`config.mk`:
```
export PLATFORM = sky130hd
export DESIGN_NAME = alu_op_sequencer
export DESIGN_NICKNAME = d
export VERILOG_FILES = /design/src/rtl/alu_seq_pkg.sv /design/src/rtl/alu_seq_regfile.sv /design/src/rtl/alu_op_sequencer.sv
export SDC_FILE = /design/constraint.sdc
export NUM_CORES = 1
export LEC_CHECK = 0
export BUFFER_PORTS_ARGS = -buffer_cell sky130_fd_sc_hd__clkbuf_2
export CAP_MARGIN = 30
export CORE_MARGIN = 2
export CORE_UTILIZATION = 60
export DETAILED_ROUTE_END_ITERATION = 7
export GPL_TIMING_DRIVEN = 0
export PLACE_DENSITY = 0.81
export SLEW_MARGIN = 20
export SYNTH_ARGS = -nofsm -noshare
export SYNTH_HDL_FRONTEND = slang
export SYNTH_SLANG_ARGS = --single-unit
```
`constraint.sdc`:
```
create_clock -name clk -period 2.1 [get_ports clk]
set_input_delay 0.42 -clock clk [delete_from_list [all_inputs] [get_ports clk]]
set_output_delay 0.42 -clock clk [all_outputs]
set_load 0.01 [all_outputs]
```
`src/rtl/alu_seq_pkg.sv`:
```
// alu_seq_pkg: shared state encoding, ALU selector codes and size defaults for the ALU op sequencer.
package alu_seq_pkg;

    localparam int ALU_SEQ_WIDTH = 32;
    localparam int ALU_SEQ_REGS  = 8;

    typedef enum logic [1:0] {
        IDLE  = 2'd0,
        ISSUE = 2'd1,
        RESP  = 2'd2
    } state_t;

    localparam logic [3:0] ALU_OP_AND     = 4'b0000;
    localparam logic [3:0] ALU_OP_OR      = 4'b0001;
    localparam logic [3:0] ALU_OP_XOR     = 4'b0010;
    localparam logic [3:0] ALU_OP_PASSA   = 4'b0011;
    localparam logic [3:0] ALU_OP_ADD     = 4'b0100;
    localparam logic [3:0] ALU_OP_PASSB   = 4'b0101;
    localparam logic [3:0] ALU_OP_SUB     = 4'b0110;
    localparam logic [3:0] ALU_OP_SLT     = 4'b0111;
    localparam logic [3:0] ALU_OP_ILLEGAL = 4'b1000;
    localparam logic [3:0] ALU_OP_SLL     = 4'b1001;
    localparam logic [3:0] ALU_OP_SRL     = 4'b1010;
    localparam logic [3:0] ALU_OP_SRA     = 4'b1011;
    localparam logic [3:0] ALU_OP_NOP     = 4'b1111;

    function automatic logic is_illegal(input logic [3:0] op);
        return op == ALU_OP_ILLEGAL;
    endfunction

endpackage

```
`src/rtl/alu_seq_regfile.sv`:
```
// alu_seq_regfile: register file with two async read ports and two write ports;
// port 0 (sequencer writeback) overrides port 1 (external load) on an address clash.
module alu_seq_regfile
    import alu_seq_pkg::*;
#(
    parameter int WIDTH = ALU_SEQ_WIDTH,
    parameter int REGS  = ALU_SEQ_REGS,
    localparam int AW   = $clog2(REGS)
) (
    input  logic             clk,
    input  logic             rst_n,
    input  logic [AW-1:0]    ra_addr,
    output logic [WIDTH-1:0] ra_data,
    input  logic [AW-1:0]    rb_addr,
    output logic [WIDTH-1:0] rb_data,
    input  logic             we0,
    input  logic [AW-1:0]    wa0,
    input  logic [WIDTH-1:0] wd0,
    input  logic             we1,
    input  logic [AW-1:0]    wa1,
    input  logic [WIDTH-1:0] wd1
);

    logic [WIDTH-1:0] mem [REGS];

    assign ra_data = mem[ra_addr];
    assign rb_data = mem[rb_addr];

    // Port 0 is assigned last so its write lands when both hit one address.
    always_ff @(posedge clk or negedge rst_n) begin
        if (!rst_n) begin
            for (int i = 0; i < REGS; i++) mem[i] <= '0;
        end else begin
            if (we1) mem[wa1] <= wd1;
            if (we0) mem[wa0] <= wd0;
        end
    end

endmodule

```
`src/rtl/alu_op_sequencer.sv`:
```
// alu_op_sequencer: reads operands, drives an external combinational ALU, writes back and returns the result.
// Define ALU_SEQ_BACK2BACK_EN to accept a new request in RESP while the result is taken (1 op / 2 cycles).
module alu_op_sequencer
    import alu_seq_pkg::*;
#(
    parameter int WIDTH = ALU_SEQ_WIDTH,
    parameter int REGS  = ALU_SEQ_REGS,
    localparam int AW   = $clog2(REGS)
) (
    input  logic             clk,
    input  logic             rst_n,
    input  logic             req_valid,
    output logic             req_ready,
    input  logic [3:0]       req_op,
    input  logic [AW-1:0]    req_ra,
    input  logic [AW-1:0]    req_rb,
    input  logic [AW-1:0]    req_rd,
    input  logic             ld_en,
    input  logic [AW-1:0]    ld_addr,
    input  logic [WIDTH-1:0] ld_data,
    output logic [3:0]       alu_sel,
    output logic [WIDTH-1:0] alu_a,
    output logic [WIDTH-1:0] alu_b,
    input  logic [WIDTH-1:0] alu_y,
    input  logic             alu_zero,
    output logic             rsp_valid,
    input  logic             rsp_ready,
    output logic [WIDTH-1:0] rsp_data,
    output logic             rsp_zero,
    output logic             rsp_illegal,
    output logic [15:0]      op_count
);

    state_t           state, state_nx;
    logic [AW-1:0]    rd;
    logic [WIDTH-1:0] ra_data, rb_data;
    logic             accept;

    assign accept = req_valid && req_ready;

    alu_seq_regfile #(.WIDTH(WIDTH), .REGS(REGS)) u_rf (
        .clk     (clk),
        .rst_n   (rst_n),
        .ra_addr (req_ra),
        .ra_data (ra_data),
        .rb_addr (req_rb),
        .rb_data (rb_data),
        .we0     (state == ISSUE),
        .wa0     (rd),
        .wd0     (alu_y),
        .we1     (ld_en),
        .wa1     (ld_addr),
        .wd1     (ld_data)
    );

    always_ff @(posedge clk or negedge rst_n) begin
        if (!rst_n) state <= IDLE;
        else        state <= state_nx;
    end

    // RESP only reaches ISSUE directly when the back-to-back accept is enabled.
    always_comb begin
        state_nx = (state == ISSUE) ? RESP :
                   accept ? ISSUE :
                   (state == RESP && !rsp_ready) ? RESP : IDLE;
    end

    always_comb begin
`ifdef ALU_SEQ_BACK2BACK_EN
        req_ready = (state == IDLE) || (state == RESP && rsp_ready);
`else
        req_ready = (state == IDLE);
`endif
        rsp_valid = (state == RESP);
    end

    always_ff @(posedge clk or negedge rst_n) begin
        if (!rst_n) begin
            alu_sel     <= ALU_OP_NOP;
            alu_a       <= '0;
            alu_b       <= '0;
            rd          <= '0;
            rsp_data    <= '0;
            rsp_zero    <= 1'b0;
            rsp_illegal <= 1'b0;
            op_count    <= '0;
        end else begin
            if (accept) begin
                alu_sel <= req_op;
                alu_a   <= ra_data;
                alu_b   <= rb_data;
                rd      <= req_rd;
            end
            if (state == ISSUE) begin
                rsp_data    <= alu_y;
                rsp_zero    <= alu_zero;
                rsp_illegal <= is_illegal(alu_sel);
            end
            if (state == RESP && rsp_ready) op_count <= op_count + 16'd1;
        end
    end

endmodule
```
# Word level (Yosys, flattened, before mapping)
# Index checks and enable logic that the tools add are counted.
[op_classes] mux=17 mul=0 bitwise=4 eq_ne=3 add_sub_neg=1 n_reduce_logical=7 order_cmp=6 n_div=0 n_shift=0
[op_table] operator="$bwmux W256" count=2
[op_table] operator="$mux W256" count=2
[op_table] operator="$bmux W32 S3" count=2
[op_table] operator="$demux W32 S3" count=2
[op_table] operator="$mux W32" count=6
[op_table] operator="$add A16 B1 Y16 const B" count=1
[op_table] operator="$ge A4 B4 Y1 const B" count=4
[op_table] operator="$not A3 Y4" count=4
[op_table] operator="$lt A4 B1 Y1 const B" count=2
[op_table] operator="$mux W2" count=3
[op_table] operator="$logic_and A1 B1 Y1" count=5
[op_table] operator="$eq A4 B4 Y1 const B" count=1
[op_table] operator="$eq A2 B1 Y1 const B" count=1
[op_table] operator="$eq A2 B2 Y1 const B" count=1
[op_table] operator="$logic_not A2 Y1" count=1
[op_table] operator="$logic_not A1 Y1" count=1
[totals] romBits=0 in_bits=86 latchBits=0 n_memories=0 mem_bits_rw=0 output_inout_bits=120 word_cells=55 reg_bits=379

# Longest topological paths before layout
# Gate-level depths: netlist (run 1).
[depth] word_depth=9 mapped_depth=7 mapped_depth_nobuf=5

# Modules after synthesis
# From an unflattened synthesis (run 1), not the netlist that was laid out.
[hier_totals] cells_unflattened=1712 area_unflattened_um2=21136.5
[modules_own_cells] module="alu_seq_regfile" area_per_inst_um2=16348.2 cells_per_inst=1420 seq_area_each_um2=6406.1 instances=1
[modules_own_cells] module="alu_op_sequencer" area_per_inst_um2=4788.3 cells_per_inst=292 seq_area_each_um2=3083.0 instances=1

# Least setup slack after synthesis (run 1)
# Ideal clock, no wire load.
[synth_path] path_type="input to register" start="in req_ra[0]" end="reg alu_a[14]" required_ns=1.963 stages=6 path_buffers=3 setup_time_ns=0.137 t_arrival_ns=1.672 path_slack_ns=0.291 path_cell_list="clkbuf_1 -> buf_4 -> buf_4 -> mux4_2 -> mux2i_1 -> a21oi_1"
[synth_between] elab_chain_cells=4
[synth_rtl] element="from (decl)" line="alu_op_sequencer.sv:15" rtl="input logic [AW-1:0] req_ra,"
[synth_rtl] element="$not A3 Y4 (implied by the code)" line="alu_seq_regfile.sv:26" rtl="assign ra_data = mem[ra_addr];"
[synth_rtl] element="$bmux W32 S3" line="alu_seq_regfile.sv:26"
[synth_rtl] element="$mux W32 (implied by the code) (2 in series)" line="alu_seq_regfile.sv:26"
[synth_rtl] element="to (signal assigned)" line="alu_op_sequencer.sv:90" rtl="alu_a <= ra_data;"
[synth_rtl] element="to (decl)" line="alu_op_sequencer.sv:22" rtl="output logic [WIDTH-1:0] alu_a,"
# No other way between the ends. The select of a mux whose other input is x is not followed.
# A chain may end at the register's enable or synchronous reset.

# Worst setup path in the final report (run 1)
[layout_path] start="reg rd[0]" end="reg u_rf.mem[220] in the netlist's numbering"
[layout_between] elab_chain_cells=7 word_cells_on_any_way=8 cone_classes="order compare: 2; mux: 4; bitwise: 1; reduce/logical: 1"
[layout_rtl] element="from (decl)" line="alu_op_sequencer.sv:35" rtl="logic [AW-1:0] rd;"
[layout_rtl] element="from (signal assigned)" line="alu_op_sequencer.sv:92" rtl="rd <= req_rd;"
[layout_rtl] element="$not A3 Y4 (implied by the code) *" line="alu_seq_regfile.sv:35" rtl="if (we0) mem[wa0] <= wd0;"
[layout_rtl] element="$ge A4 B4 Y1 (implied by the code) / $lt A4 B1 Y1 (equally long branches)" line="alu_seq_regfile.sv:35"
[layout_rtl] element="$logic_and A1 B1 Y1 (implied by the code)" line="alu_seq_regfile.sv:35"
[layout_rtl] element="$mux W32 (implied by the code)" line="alu_seq_regfile.sv:35"
[layout_rtl] element="$demux W32 S3 *" line="alu_seq_regfile.sv:35"
[layout_rtl] element="$bwmux W256 *" line="alu_seq_regfile.sv:35"
[layout_rtl] element="$mux W256 *" line="alu_seq_regfile.sv:35"
[layout_rtl] element="to (signal, indexed assignment)" line="alu_seq_regfile.sv:34" rtl="if (we1) mem[wa1] <= wd1;"
[layout_rtl] element="to (signal, indexed assignment)" line="alu_seq_regfile.sv:35"
[layout_rtl] element="to (decl)" line="alu_seq_regfile.sv:24" rtl="logic [WIDTH-1:0] mem [REGS];"
# Mark *: on every way between the ends. The rest lies on a longest branch, timed or not.

==> results of run 1 <==
-- per-stage QoR --
stage / total power [W] / TNS [ns] / utilization / area (um2)
floorplan: 0.0209 / 0 / - / 20600
detailed placement: 0.0250 / -30.94 / 0.653 / 22000
finish: 0.0323 / 0 / 0.694 / 23400
global route: 0.0340 / 0 / 0.694 / 23400
global placement: 0.0242 / -2933.25 / 0.648 / 21800
CTS: 0.0321 / -0.00351 / 0.692 / 23300
-- power by group through the flow --
stage                     Sequential [W]  Combinational [W]  Clock (W)
after floorplan                   0.0132            0.00767          0
after global placement            0.0132             0.0110          0
after detailed placement          0.0135             0.0115          0
after CTS                         0.0134             0.0116    0.00706
after global routing              0.0140             0.0127    0.00734
final                             0.0136             0.0117    0.00705
-- logic make-up after synthesis --
logic type	Yosys count	share of synthesized area
flip-flops	379	0.460
AO/OA/AOI/OAI	322	0.0852
AND/OR/NAND/NOR	367	0.0827
adder cells (fa/ha/maj)	1	0.000606
XOR/XNOR	15	0.00637
multiplexers	489	0.317
buffers and inverters	203	0.0479
-- per-layer routing --
metal,wire length (um),track usage,vias to the layer above,part of all wire
met4,3240,0.164,6,0.051
met1,23700,0.478,7968,0.37
li1,-,-,6736,-
met3,7740,0.114,273,0.12
met5,120,0.0124,-,0.0019
met2,29400,0.562,1116,0.46
-- critical path, stage by stage, from the launching register on --
cell	delay [ns]
dfrtp_1	0.44
nand3b_1	0.19
or3_1	0.14
buf_2	0.26
buf_1	0.62
a21oi_1	0.17
-- layout by cell type, fill, tap and decap left out, types with 3 or more instances in the layout --
master,count
dfrtp_1,375
xor2_1,5
buf_4,12
buf_1,36
clkbuf_8,11
xnor2_1,10
buf_6,13
clkinv_2,3
o21ai_0,75
mux2i_1,320
clkbuf_16,41
buf_16,5
nor2_1,167
nor2_2,8
clkbuf_2,145
a21oi_2,39
buf_2,74
nand2_1,137
clkbuf_4,3
o21ai_1,55
mux4_2,128
mux2_2,41
nand4b_1,4
nor2_4,21
and3_1,3
nand3_1,5
clkbuf_1,60
diode_2,7
dfstp_2,4
a21oi_1,153
-- repair_timing --
item                       in CTS  in global routing
gates resized for setup        18                 18
setup endpoints to repair     154                197
pin swaps                       0                  1
setup buffers                   0                  6
hold buffers                    1                  0
hold endpoints to repair       39                  0
-- cell type report --
cell class	count	area share
timing repair buffer	144	0.0371
inverter	2	0.000321
sequential	379	0.405
clock inverter	5	0.00321
buffer	200	0.0431
multi-input combinational	1194	0.435
clock buffer	59	0.0510
tap	448	0.0240
antenna	7	0.000748
-- registers in the layout (all words and copies together), names as in the netlist --
signal and flops:
op_count 16, rd 3, state 2, rsp_zero 1
rsp_illegal 1, rsp_data 32, alu_a 32, alu_sel 4
alu_b 32, u_rf.mem 256
-- path summary, 6_finish.rpt --
path / to / slack, ns / depth (start not counted)
worst min register to register: op_count[15]$_DFFE_PN0P_ / 0.47 / 1
worst max register to register: u_rf.mem[220]$_DFF_PN0_ / 0.11 / 5
worst min-delay path: rsp_zero$_DFFE_PN0N_ / 0.11 / 2
max in group asynchronous: alu_a[19]$_DFFE_PN0P_ / 0.56 / 4
min in group asynchronous: op_count[11]$_DFFE_PN0P_ / 0.38 / 2
worst max-delay path: u_rf.mem[220]$_DFF_PN0_ / 0.11 / 5
==> results.md, run 1 <==
* Setup violators final at 0
* WHS at 0.112 ns
* Largest net degree at the start of global routing at 93
* Clock sinks at 379
* Initial antenna violation count at 8
* Layout cell share with drive strength beyond 1 at 0.282
* Cell taking the most area after synthesis: dfrtp_1
* Final Wtd Congestion at 0.919
* Final WL at 64200 um
* Synth top area cells: dfrtp_1, mux2i_1, mux4_2
* Reg area at 9490 um2
* Vias/cell at 6.60
* Area taken by multi-input logic gates at 10200 um2
* Chip Height at 189 um
* Critical Path Start: rd[0]$_DFFE_PN0P_
* Vias in the first global route at 16614
* Yosys cell types at 42
* Final worst slack at 0.108 ns
* Headroom to the max-slew limit at 0.303
* Flops & latches, synth at 379
* Clock H-tree levels at 2
* Period utilization at 0.949
* Sw Ratio at 0.352
* Synthesized net count at 1863
* Io pins at 206
* Seq/Total Area, Yosys at 0.460
* Per-cell routed wire length at 26.3 um
* Clock transition at the registers of the reported paths at 0.06 ns
* RSZ-0062 raised after global routing: false
* All-layer global routing usage at 0.365
* Maximum vdd drop at 975 uV
* Post-Synthesis Cells at 1776
* Hold path start: alu_zero
* Slew Viols, Final at 0
* WP data arrival at 2.36 ns
* Pleak at 10.4 nW
* CTS tree: built
* Tightest Pin Transition at 1.04 ns
* Core area at 33700 um2
* Sw power at 0.0114 W
* Final global-route overflow total at 0
* Power per cell area at 1380 nW/um2
* Total CTS buffers at 41
* Most frequent cell after synthesis: dfrtp_1
* Endpoint class of the critical path: flop
* Number of fill cells at 2487
* Final antenna-violating net count at 0
* 1st-iter DRT viols at 2172
* Vias at 16099
* Internal power at 0.0209 W
* Fin cells at 2438
* Primary FF master, synth: dfrtp_1
* Post-DP HPWL at 42100 um
* Initial cell density of the core at 0.612
* Floorplan row count at 67
* Crit start category: flop
* CTS Buffer Depth at 3
* Min-delay worst type: in -> reg
* Critical path required time at 2.47 ns
* Worst R2R Start: rd[0]$_DFFE_PN0P_
* Final Hold Vio Count at 0
* First-pass DRT Iterations at 6
* Max FO, Critical Path at 10
* Placed Cells at 2361
* Post-synth top cells: dfrtp_1, mux2i_1, nor2_1
* Port bufs at 131
* Nets at 2049
* Fmax at 502 MHz
* Root Buffer: clkbuf_16
* Critical path class: reg -> reg
* Die Width at 189 um
* Full die area at 35900 um2
* First-pass GRT wire length at 98100 um
* Sequential power share at 0.420
* Outcome: finished, final reports clean
* Layout area overhead at 13.4%
* Number of synthesized flops with an enable pin at 0
* Cell area after synthesis at 20600 um2
* Comb pwr share at 0.362
* Min Tclk post-route at 1.99 ns
* Ys async rst share at 1.00
* Power share of the clock group at 0.218
* Share of the synthesized area in the top cell type at 0.455
* Warnings, synthesis at 0
* Synthesized area per cell at 11.6 um2
* Maxcap violations at 0
* Skew-Pair Late Insertion Delay at 0.54 ns
* Dpl ws at -0.362 ns
* Final Skew at 0.0183 ns
* DRC at 0
Power figures use the tool's default switching activity.
==> run 2, diff against run 1 <==
Settings changed: CELL_PAD_IN_SITES_DETAIL_PLACEMENT from default to 1, CELL_PAD_IN_SITES_GLOBAL_PLACEMENT from default to 1, CORE_ASPECT_RATIO from default to 0.6, CORE_UTILIZATION 60 to 48, PLACE_DENSITY 0.81 to default, PLACE_DENSITY_LB_ADDON from default to 0.1.
==> results.md, run 2 (synthesis results as in run 1) <==
* Most frequent cells in the layout: dfrtp_1, mux2i_1, nor2_1
* Io pins at 206
* Per-cell routed wire length at 29.9 um
* Vias in the first global route at 17212
* Endpoint class of the critical path: flop
* RSZ-0062 raised after global routing: true
* Max reg flops at 256
* Core area at 42200 um2
* Vias at 16317
* Crit start category: flop
* CTS Buffer Depth at 3
* CP top delay family: simple AND/OR/NAND/NOR gates
* CTS tree: built
* Hold path start: alu_zero
* Layout area overhead at 15.0%
* Tightest Pin Transition at 1.06 ns
* Commonest non-fill, non-tap cell in the layout: dfrtp_1
* Maximum vdd drop at 764 uV
* Final Power at 0.0333 W
* Slew Viols, Final at 0
* Final Skew at 0.0199 ns
* Fmax at 490 MHz
* Clock H-tree levels at 2
* Pleak at 10.4 nW
* Full die area at 44700 um2
* Number of fill cells at 4453
* First-pass DRT Iterations at 5
* Outcome: finished, final reports clean
* All-layer global routing usage at 0.347
* Post-DP HPWL at 51300 um
* Chip Height at 165 um
* Critical path class: reg -> reg
* Critical path, cell by cell: nand2b_2, or4b_1, buf_2, buf_6, nor2_1, a21oi_1
* Worst R2R Start: state[1]$_DFF_PN0_
* Layout Utilization at 0.563
* Critical path required time at 2.53 ns
* Final antenna-violating net count at 0
* Skew-Pair Late Insertion Delay at 0.56 ns
* Root Buffer: clkbuf_16
* Floorplan row count at 58
* 1st-iter DRT viols at 1810
* Nets at 2053
* WHS at 0.0966 ns
* Clock sinks at 379
* Clock transition at the registers of the reported paths at 0.07 ns
* DRC at 0
* Critical Path Start: state[1]$_DFF_PN0_
* Vias/cell at 6.35
* Final worst slack at 0.0600 ns
* Final global-route overflow total at 0
* Port bufs at 131
* Final WL at 76900 um
* Dpl ws at -0.523 ns
* CP peak stage delay at 0.52 ns
* First-pass GRT wire length at 114000 um
* Min-delay worst type: in -> reg
* Initial cell density of the core at 0.489
* Layout cell share with drive strength beyond 1 at 0.290
* Headroom to the max-slew limit at 0.292
* Die Width at 272 um
* Largest net degree at the start of global routing at 89
* Top reg by flops: u_rf.mem
* Max FO, Critical Path at 10
* Min Tclk post-route at 2.04 ns
* Final Wtd Congestion at 0.888
* Power per cell area at 1400 nW/um2
* Final Hold Vio Count at 0
* Maxcap violations at 0
* Total CTS buffers at 39
* Critical-path top delay cell: or4b_1
* Period utilization at 0.971
* Initial antenna violation count at 4
* WP data arrival at 2.47 ns
* Setup violators final at 0
* Worst path bufs/invs at 2
==> run 2: per-stage QoR <==
stage,setup TNS (ns),cells,instance area (um2)
global placement,-3131.18,2477,22000
floorplan,0,1776,20600
finish,0,2571,23700
CTS,-0.0561,2560,23600
detailed placement,-77.15,2483,22100
global route,-0.00706,2570,23700
==> run 2: power by group <==
part           switching, W  internal, W  leakage, nW
Clock               0.00321      0.00416        0.654
Combinational       0.00613      0.00592         5.33
Sequential          0.00294       0.0109         4.45
Total                0.0123       0.0210         10.4
==> run 2: path summary, 6_finish.rpt <==
kind,to,slack (ns),cells after the start
max in group asynchronous,alu_a[21]$_DFFE_PN0P_,0.28,5
min in group asynchronous,alu_sel[2]$_DFFE_PN1P_,0.46,2
setup / recovery,u_rf.mem[117]$_DFF_PN0_,0.06,6
setup reg to reg,u_rf.mem[117]$_DFF_PN0_,0.06,6
hold / removal,rsp_zero$_DFFE_PN0N_,0.1,2
hold reg to reg,op_count[15]$_DFFE_PN0P_,0.49,1
==> run 2: area by class of cell <==
cell class / count / area, um2 / area share
Tap cell: 570 / 713 / 0.0301
Inverter: 2 / 7.51 / 0.000316
Antenna cell: 4 / 10.0 / 0.000422
Multi-Input combinational cell: 1194 / 10200 / 0.429
Clock inverter: 15 / 145 / 0.00612
Timing Repair Buffer: 150 / 971 / 0.0409
Clock buffer: 57 / 1170 / 0.0495
Sequential cell: 379 / 9490 / 0.400
Buffer: 200 / 1030 / 0.0434
==> run 2: what timing repair did <==
item	CTS	global route
gates resized for setup	38	15
setup endpoints to repair	192	107
endpoints found under the hold margin	67	33
setup buffers	5	2
pin swaps	1	0
==> run 2: routing by layer <==
metal | vias up | GRT usage | wire length (um)
met3 | 169 | 0.0855 | 7090
met4 | 0 | 0.111 | 2250
met5 | - | 0 | 0
met2 | 840 | 0.523 | 34300
met1 | 8563 | 0.496 | 33300
li1 | 6745 | - | -
